### config.mk
export PLATFORM = sky130hd
export DESIGN_NAME = mul_dispatcher
export DESIGN_NICKNAME = d
export VERILOG_FILES = /design/src/rtl/mul_pkg.sv /design/src/rtl/mul_operand_fifo.sv /design/src/rtl/mul_dispatcher.sv
export SDC_FILE = /design/constraint.sdc
export NUM_CORES = 1
export LEC_CHECK = 0
export ABC_AREA = 0
export BUFFER_PORTS_ARGS = -buffer_cell sky130_fd_sc_hd__buf_4
export CORE_MARGIN = 2
export CORE_UTILIZATION = 55
export CTS_CLUSTER_DIAMETER = 50
export DETAILED_ROUTE_END_ITERATION = 16
export GPL_TIMING_DRIVEN = 0
export PLACE_DENSITY_LB_ADDON = 0.05
export RECOVER_POWER = 25
export SLEW_MARGIN = 5
export SYNTH_ARGS = -nofsm -noshare
export SYNTH_HDL_FRONTEND = slang
export SYNTH_SLANG_ARGS = --single-unit
### constraint.sdc
create_clock -name clk -period 4.3 [get_ports clk]
set_clock_uncertainty 0.1 [all_clocks]
set_input_delay 0.43 -clock clk [delete_from_list [all_inputs] [get_ports clk]]
set_output_delay 0.43 -clock clk [all_outputs]
set_load 0.05 [all_outputs]
### src/rtl/mul_pkg.sv
// Shared definitions for the multiplier dispatcher.
// This package holds the FSM state type, the default operand width and the WAIT timing constants.
package mul_pkg;

    // Default operand width in bits. The product is twice this width.
    localparam int MUL_LEN_DEFAULT = 32;

    // Number of WAIT cycles during which mul_finish is ignored.
    // A done flag left over from the previous operation can still be high in these cycles.
    localparam int WAIT_BLANK = 2;

    // Extra WAIT cycles, beyond 2*LEN, that the multiplier gets before the watchdog fires.
    localparam int WD_MARGIN = 8;

    typedef enum logic [2:0] {
        ST_IDLE,
        ST_CLEAR,
        ST_LOAD,
        ST_WAIT,
        ST_OUT
    } mul_state_t;

    // Number of WAIT cycles allowed without a capture for a given operand width.
    function automatic int wd_limit(input int len);
        return 2 * len + WD_MARGIN;
    endfunction

endpackage

### src/rtl/mul_operand_fifo.sv
// Operand-pair queue for the multiplier dispatcher.
// The head entry can be read directly from the array, so the consumer registers it on the same edge as the pop.
// DEPTH must be a power of two and at least 2.
// Each pointer carries one extra wrap bit, so full and empty can be told apart without a separate count.
module mul_operand_fifo #(
    parameter int WIDTH = 64,
    parameter int DEPTH = 4
) (
    input  logic             clk,
    input  logic             rst_n,
    input  logic             push,
    input  logic [WIDTH-1:0] push_data,
    input  logic             pop,
    output logic [WIDTH-1:0] head_data,
    output logic             full,
    output logic             empty
);

    localparam int AW = $clog2(DEPTH);

    logic [WIDTH-1:0] mem [DEPTH];
    logic [AW:0]      wr_ptr_reg;
    logic [AW:0]      rd_ptr_reg;
    logic             do_push;
    logic             do_pop;

    assign empty     = (wr_ptr_reg == rd_ptr_reg);
    assign full      = (wr_ptr_reg[AW] != rd_ptr_reg[AW]) &&
                       (wr_ptr_reg[AW-1:0] == rd_ptr_reg[AW-1:0]);
    assign do_push   = push && !full;
    assign do_pop    = pop && !empty;
    assign head_data = mem[rd_ptr_reg[AW-1:0]];

    // Storage array; the contents do not need a reset because the pointers gate every read.
    always_ff @(posedge clk) begin
        if (do_push) begin
            mem[wr_ptr_reg[AW-1:0]] <= push_data;
        end
    end

    // Advance the read and write pointers.
    always_ff @(posedge clk or negedge rst_n) begin
        if (!rst_n) begin
            wr_ptr_reg <= '0;
            rd_ptr_reg <= '0;
        end else begin
            if (do_push) wr_ptr_reg <= wr_ptr_reg + 1'b1;
            if (do_pop)  rd_ptr_reg <= rd_ptr_reg + 1'b1;
        end
    end

endmodule

### src/rtl/mul_dispatcher.sv
// Multiplier dispatcher.
// - Queues operand pairs and runs each pair through an external multiplier in the order CLEAR, LOAD, WAIT.
// - Presents each result on a valid/ready output.
// - A watchdog replaces a missing result with an all-ones product and sets the sticky err_timeout flag.
// Optional feature: define MUL_DISPATCH_SIGNED_EN for two's-complement operands.
// In that build, operand magnitudes go to the multiplier and the product sign is restored at capture.
module mul_dispatcher
    import mul_pkg::*;
#(
    parameter int LEN        = MUL_LEN_DEFAULT,
    parameter int FIFO_DEPTH = 4
) (
    input  logic             clk,
    input  logic             rst_n,
    input  logic             in_valid,
    output logic             in_ready,
    input  logic [LEN-1:0]   in_a,
    input  logic [LEN-1:0]   in_b,
    output logic             out_valid,
    input  logic             out_ready,
    output logic [2*LEN-1:0] out_product,
    output logic             mul_rst,
    output logic             mul_start,
    output logic [LEN-1:0]   mul_multiplicand,
    output logic [LEN-1:0]   mul_multiplier,
    input  logic [2*LEN-1:0] mul_product,
    input  logic             mul_finish,
    output logic             busy,
    output logic             err_timeout
);

    localparam int WD_LIMIT = wd_limit(LEN);
    localparam int CW       = $clog2(WD_LIMIT + 1);

    mul_state_t       state_reg;
    logic [CW-1:0]    wait_cnt_reg;
    logic [LEN-1:0]   a_reg;
    logic [LEN-1:0]   b_reg;
    logic             mul_rst_reg;
    logic             mul_start_reg;
    logic             out_valid_reg;
    logic [2*LEN-1:0] out_product_reg;
    logic             err_timeout_reg;

    logic             fifo_full;
    logic             fifo_empty;
    logic [2*LEN-1:0] head_data;
    logic [LEN-1:0]   head_a;
    logic [LEN-1:0]   head_b;
    logic             pop_en;
    logic [LEN-1:0]   load_a;
    logic [LEN-1:0]   load_b;
    logic [2*LEN-1:0] captured;

    assign in_ready = !fifo_full;
    assign pop_en   = (state_reg == ST_IDLE) && !fifo_empty;
    assign head_a   = head_data[2*LEN-1:LEN];
    assign head_b   = head_data[LEN-1:0];

    mul_operand_fifo #(
        .WIDTH (2 * LEN),
        .DEPTH (FIFO_DEPTH)
    ) u_fifo (
        .clk       (clk),
        .rst_n     (rst_n),
        .push      (in_valid && in_ready),
        .push_data ({in_a, in_b}),
        .pop       (pop_en),
        .head_data (head_data),
        .full      (fifo_full),
        .empty     (fifo_empty)
    );

`ifdef MUL_DISPATCH_SIGNED_EN
    logic neg_reg;

    // Magnitudes go to the multiplier.
    // The most negative value maps onto itself, which is still the correct unsigned magnitude.
    assign load_a   = head_a[LEN-1] ? (~head_a + 1'b1) : head_a;
    assign load_b   = head_b[LEN-1] ? (~head_b + 1'b1) : head_b;
    // The sign is restored in the capture path, so the result is ready in the same cycle.
    assign captured = neg_reg ? (~mul_product + 1'b1) : mul_product;

    // Remember, at pop time, whether the result must be negated.
    always_ff @(posedge clk or negedge rst_n) begin
        if (!rst_n) begin
            neg_reg <= 1'b0;
        end else if (pop_en) begin
            neg_reg <= head_a[LEN-1] ^ head_b[LEN-1];
        end
    end
`else
    assign load_a   = head_a;
    assign load_b   = head_b;
    assign captured = mul_product;
`endif

    // Sequencer FSM: pop -> clear multiplier -> start -> wait for finish or watchdog -> hand off the result.
    always_ff @(posedge clk or negedge rst_n) begin
        if (!rst_n) begin
            state_reg       <= ST_IDLE;
            wait_cnt_reg    <= '0;
            a_reg           <= '0;
            b_reg           <= '0;
            mul_rst_reg     <= 1'b1;
            mul_start_reg   <= 1'b0;
            out_valid_reg   <= 1'b0;
            out_product_reg <= '0;
            err_timeout_reg <= 1'b0;
        end else begin
            mul_rst_reg   <= 1'b0;
            mul_start_reg <= 1'b0;
            case (state_reg)
                ST_IDLE: begin
                    if (!fifo_empty) begin
                        a_reg       <= load_a;
                        b_reg       <= load_b;
                        mul_rst_reg <= 1'b1;
                        state_reg   <= ST_CLEAR;
                    end
                end
                ST_CLEAR: begin
                    mul_start_reg <= 1'b1;
                    state_reg     <= ST_LOAD;
                end
                ST_LOAD: begin
                    wait_cnt_reg <= '0;
                    state_reg    <= ST_WAIT;
                end
                ST_WAIT: begin
                    if (mul_finish && (wait_cnt_reg >= CW'(WAIT_BLANK))) begin
                        out_product_reg <= captured;
                        out_valid_reg   <= 1'b1;
                        state_reg       <= ST_OUT;
                    end else if (wait_cnt_reg == CW'(WD_LIMIT - 1)) begin
                        err_timeout_reg <= 1'b1;
                        out_product_reg <= '1;
                        out_valid_reg   <= 1'b1;
                        state_reg       <= ST_OUT;
                    end else begin
                        wait_cnt_reg <= wait_cnt_reg + 1'b1;
                    end
                end
                ST_OUT: begin
                    if (out_ready) begin
                        out_valid_reg <= 1'b0;
                        state_reg     <= ST_IDLE;
                    end
                end
                default: state_reg <= ST_IDLE;
            endcase
        end
    end

    assign mul_rst          = mul_rst_reg;
    assign mul_start        = mul_start_reg;
    assign mul_multiplicand = a_reg;
    assign mul_multiplier   = b_reg;
    assign out_valid        = out_valid_reg;
    assign out_product      = out_product_reg;
    assign err_timeout      = err_timeout_reg;
    assign busy             = (state_reg != ST_IDLE) || !fifo_empty;

endmodule

# Word-level counts from Yosys, hierarchy flattened
# Memories as Yosys holds them, arrays and structs flattened. A register that Yosys moved wholly into a read port is not among the register bits.
# Cells that the tools add are included.
# classes
n_eq_ne	13
bitwise	2
n_mul	0
n_mux	19
n_div	0
shifts	0
n_reduce_logical	21
order_cmp	1
add_sub_neg	3
# op_table
operator	count
$mux W64	2
$pmux W3 S5	1
$mux W7	2
$pmux W7 S2	1
$mux W3	4
$reduce_and A3 Y1	4
$mux W1	8
$ne A2 B2 Y1 const B	4
$add A7 B1 Y7 const B	1
$eq A7 B7 Y1 const B	1
$ge A7 B2 Y1 const B	1
$add A3 B1 Y3 const B	2
$eq A3 B2 Y1 const B	2
$logic_and A1 B1 Y1	6
$reduce_bool A2 Y1	3
$reduce_and A2 Y1	2
$eq A3 B1 Y1 const B	1
$eq A3 B3 Y1	1
$eq A3 B3 Y1 const B	1
$logic_not A1 Y1	3
$logic_not A3 Y1	1
$ne A3 B3 Y1 const B	1
$reduce_bool A3 Y1	1
$eq A2 B2 Y1	1
4 further kinds	5
# totals
latchBits	0
mem_bits_ro	0
register_bits	84
elab_cells	69
mem_bits_rw	256
mem_count	1
# memory_table
name	depth	word_bits	read_ports	rd_ports_with_merged_regs	write_ports	line_no	text
u_fifo.mem	4	64	1	1	1	mul_operand_fifo.sv:21	logic [WIDTH-1:0] mem [DEPTH];

# Logic depth before layout (Yosys ltp)
# depth
depth_word	7
ltp_mapped	8
mapped_depth_nobuf	6

# Modules after synthesis
# Synthesis repeated with hierarchy kept, for this count alone.
# unflattened
cells_unflattened	735
area_unflattened_um2	15090.7
# modules_own_cells
mod	instances	cells_per_inst	area_per_inst_um2
mul_operand_fifo	1	384	9731.8
mul_dispatcher	1	351	5358.9

# Least setup slack after synthesis
# Ideal clock, no wire load.
# synth_timing
path_type	reg-to-reg
from	reg u_fifo.rd_ptr_reg[2]
to	mem u_fifo.mem[3][0] (enable)
synth_period_minus_slack_ns	3.439
setup_slack_ns	0.861
setup_ns	0.431
arrival_time_ns	2.908
n_path_buf	0
path_stages_with_launch	4
path_cell_list	dfrtp_1 > xnor2_1 > nand3b_1 > and3_1
# synth_via
elab_chain_len	7
# synth_rtl
item	line_no	text
start: declaration	mul_operand_fifo.sv:23	logic [AW:0] rd_ptr_reg;
start signal: assignment	mul_operand_fifo.sv:48	if (do_pop) rd_ptr_reg <= rd_ptr_reg + 1'b1;
$ne A1 B1 Y1 (*)	mul_operand_fifo.sv:28	assign full = (wr_ptr_reg[AW] != rd_ptr_reg[AW]) &&
$logic_and A1 B1 Y1 (*)	mul_operand_fifo.sv:28	
$logic_not A1 Y1 (*)	mul_dispatcher.sv:55	assign in_ready = !fifo_full;
net in_ready	mul_dispatcher.sv:16	output logic in_ready,
$logic_and A1 B1 Y1	mul_dispatcher.sv:66	.push (in_valid && in_ready),
$logic_and A1 B1 Y1 (*)	mul_operand_fifo.sv:30	assign do_push = push && !full;
$mux W1 (*)	mul_operand_fifo.sv:36	if (do_push) begin
$mux W1 (not written as such) (*)	mul_operand_fifo.sv:37	mem[wr_ptr_reg[AW-1:0]] <= push_data;
end: declaration	mul_operand_fifo.sv:21	
# The timed path passes the listed nets; every way through them passes the cells marked *.

==> results_dict.tcl <==
set metrics [dict create \
    run_status "complete, but fails checks" \
    violations "max-capacitance violations, max-slew violations" \
    maxCapViolations 1 \
    clockBufferDepth 3 \
    synth_seq_cells 404 \
    route.vias.total 7952 \
    tritoncts.num_buffers 42 \
    largest_net_degree_at_the_start_of_global_routing 112 \
    antenna_found_initial 0 \
    finalCritPeriodShare_pct 65.50 \
    timing_max_transition_violations_final 38 \
    num-fill-cells 1729 \
    timing.critical_path.to_type "asynchronous set/reset pin" \
    drt_iter0_markers 312 \
    start_util_pct 55.73 \
    critPathLaunchType "input pin" \
    first_pass_grt_wire_length_mm 46.43 \
    critical_path_required_ps 4790 \
    antenna_left 0 \
    rows 60 \
    dieHeight_um 168.8 \
    global_route.overflow_total 0 \
    placed_cells_incl_taps 1326 \
    hold_viol 0 \
    synthesis.yosys.warnings 0 \
    timing.critical_path.fanout_max 111 \
    setup_viol_count_final 0 \
    worst-endpoint-arrival_ps 3310 \
    post_synth.cell_area_avg_um2 20.92 \
    gp_congestion 0.7670 \
    ys_types 46 \
    p_leak_nw 7.264 \
    portBuffers 266 \
    grt_use_total_pct 21.32 \
    path_clk_slew_ps 60 \
    post_synthesis_async_set_or_reset_flop_share_pct 36.63 \
    synth_enable_flop_cells 256 \
    portion_of_synthesized_cell_area_occupied_by_the_leading_cell_type_pct 51.47 \
    power.ir.vdd_worst_mv 0.4479 \
    setup_repair_after_global_routing_missed_its_margin "false" \
    dominantRegCellSynth "sky130_fd_sc_hd__edfxtp_1" \
    syn_area_um2 14940 \
    coreArea_um2 26800 \
    synth-seq-area-share_pct 76.27 \
    cellPowerDensity_nw_per_um2 827.7 \
    area_growth_syn_to_layout_pct 28.83 \
    hpwlAfterDp_mm 19.20 \
    pin_count 267 \
    setup.worst_path.class "in2async" \
    max_ffs_per_register 256 \
    layout.nets 1230 \
    synth-compound-area-share_pct 4.540 \
    synthXorXnorAreaFrac_pct 0.5277 \
    maxClockFrequency_ghz 0.3550 \
    synth-adder-area-share_pct 0.5864 \
    cts_sinks 404 \
    die_x_um 168.8 \
    tritoncts "done" \
    drc_errors 0 \
    drtPass1Iterations 4 \
    cts_setup_buffers 0 \
    relSlewSlack_pct -61.04 \
    mappedNetlistNets 854 \
    main_combinational_cell_family_by_area_after_synthesis "multiplexers" \
    routed_wl_mm 30.06 \
    postCtsHoldBufs 61 \
    timing_worst_slew_pin_value_ps 2416 \
    antenna_cells 0 \
    post_cts.resized_instances 0 \
    period_needed_ps 2817 \
    yosys.area_share.simple_pct 1.642 \
    muxShareOfSynthArea_pct 14.83 \
    worstSkewPairLatency_ps 520 \
    power_w 0.01593 \
    netlist_top_cells_area "sky130_fd_sc_hd__edfxtp_1, sky130_fd_sc_hd__dfrtp_1, sky130_fd_sc_hd__mux4_2" \
    route.detailed.vias_per_inst 5.432 \
    hp-class "in2reg" \
    number_of_global_route_vias_before_repair 8394 \
    routed_wire_length_per_instance_um 20.53 \
    synth_most_common_cell "sky130_fd_sc_hd__edfxtp_1" \
    synthDominantAreaCellType "sky130_fd_sc_hd__edfxtp_1" \
    cts_root_buffer "sky130_fd_sc_hd__clkbuf_16" \
    htreeDepth 2 \
    die_area_um2 28490 \
    synth_cells 714 \
    yosys-top-cells-count "sky130_fd_sc_hd__edfxtp_1, sky130_fd_sc_hd__dfrtp_1, sky130_fd_sc_hd__mux4_2, sky130_fd_sc_hd__o22a_1, sky130_fd_sc_hd__mux2_2" \
    drive_above_1_share_pct 39.36 \
    final-instance-count-excl-fill 1464 \
]
[path summary, 6_finish.rpt]
check,start,endpoint,slack [ps],depth (start not counted)
max in group clk,u_fifo.wr_ptr_reg[0],busy,1730,4
min,mul_product[63],out_product[63],40,2
min in group asynchronous,rst_n,out_product[30],1110,2
max reg2reg,u_fifo.rd_ptr_reg[1],mul_multiplier[6],1820,4
max,rst_n,mul_multiplicand[19],1480,3
min reg2reg,err_timeout,err_timeout,380,1
[layer usage]
metal | part of all wire [%] | track usage, % | vias to the layer above
met4 | 1.9 | 5.247 | 0
met3 | 6.7 | 5.565 | 45
met2 | 50 | 36.44 | 235
met1 | 41 | 27.66 | 4037
met5 | 0 | 0 | -
li1 | - | - | 3635
[logic make-up (layout without fill, tap and decap cells)]
family	after synthesis	in the layout
and+or+nand+nor	43	43
DFF	404	404
AOI/OAI and AO/OA	78	78
buffers and inverters	40	449
muxes	133	133
adders and majority gates	7	7
xor gates and xnor gates	9	9
[per-stage QoR]
step                hold slack, ps  util [%]  setup TNS, ps  area (um2)  worst slack (ps)
floorplan                    34.41         -              0       14940             861.4
global placement             356.2     64.78         -19200       17360            -109.0
detailed placement           237.2     65.39              0       17530              1793
CTS                         0.1298     72.57              0       19450              1690
global route                 24.89     71.80              0       19240              1128
finish                       37.42     71.80              0       19240              1483
[placed cells by master, fill, tap and decap left out, types with 3 or more instances in the layout]
cell | netlist | layout
sky130_fd_sc_hd__and3_4 | 0 | 4
sky130_fd_sc_hd__clkbuf_8 | 0 | 3
sky130_fd_sc_hd__xnor2_1 | 5 | 5
sky130_fd_sc_hd__dfrtp_1 | 147 | 147
sky130_fd_sc_hd__buf_2 | 18 | 18
sky130_fd_sc_hd__nand2_1 | 10 | 10
sky130_fd_sc_hd__nand4_1 | 3 | 3
sky130_fd_sc_hd__clkbuf_16 | 0 | 43
sky130_fd_sc_hd__mux2_1 | 7 | 7
sky130_fd_sc_hd__xor2_1 | 4 | 4
sky130_fd_sc_hd__edfxtp_1 | 256 | 256
sky130_fd_sc_hd__clkinv_1 | 0 | 3
sky130_fd_sc_hd__buf_6 | 8 | 8
sky130_fd_sc_hd__buf_16 | 0 | 5
sky130_fd_sc_hd__clkbuf_1 | 7 | 74
sky130_fd_sc_hd__mux2_2 | 59 | 59
sky130_fd_sc_hd__o22a_1 | 64 | 64
sky130_fd_sc_hd__mux2i_1 | 3 | 3
sky130_fd_sc_hd__nand3_1 | 4 | 4
sky130_fd_sc_hd__ha_1 | 7 | 7
sky130_fd_sc_hd__clkinv_2 | 0 | 8
sky130_fd_sc_hd__buf_4 | 2 | 215
sky130_fd_sc_hd__mux4_2 | 64 | 64
sky130_fd_sc_hd__inv_1 | 3 | 3
sky130_fd_sc_hd__dlygate4sd3_1 | 0 | 61
sky130_fd_sc_hd__nor2_1 | 5 | 5
[worst max-delay path, stage by stage]
cell and delay, ps:
sky130_fd_sc_hd__dlygate4sd3_1 530, sky130_fd_sc_hd__clkbuf_1 1710, sky130_fd_sc_hd__buf_16 440
[layout make-up]
cell class                 instances  area (um2)  area share (%)
sequential                       404       11390           59.20
multi-input combinational        270        3324           17.28
timing repair buffer             332        2546           13.23
clock buffer                      60        1170           6.079
tap                              341       426.7           2.217
buffer                            37       229.0           1.190
clock inverter                    17       143.9          0.7477
inverter                           3       11.26         0.05852
[power by group]
group	internal, W	switching, W	leakage (nW)
clock	0.00202	0.00141	0.641
sequential	0.00545	0.000498	4.06
combinational	0.00246	0.00409	2.57
total	0.00993	0.00600	7.26
Power figures use the tool's default switching activity.
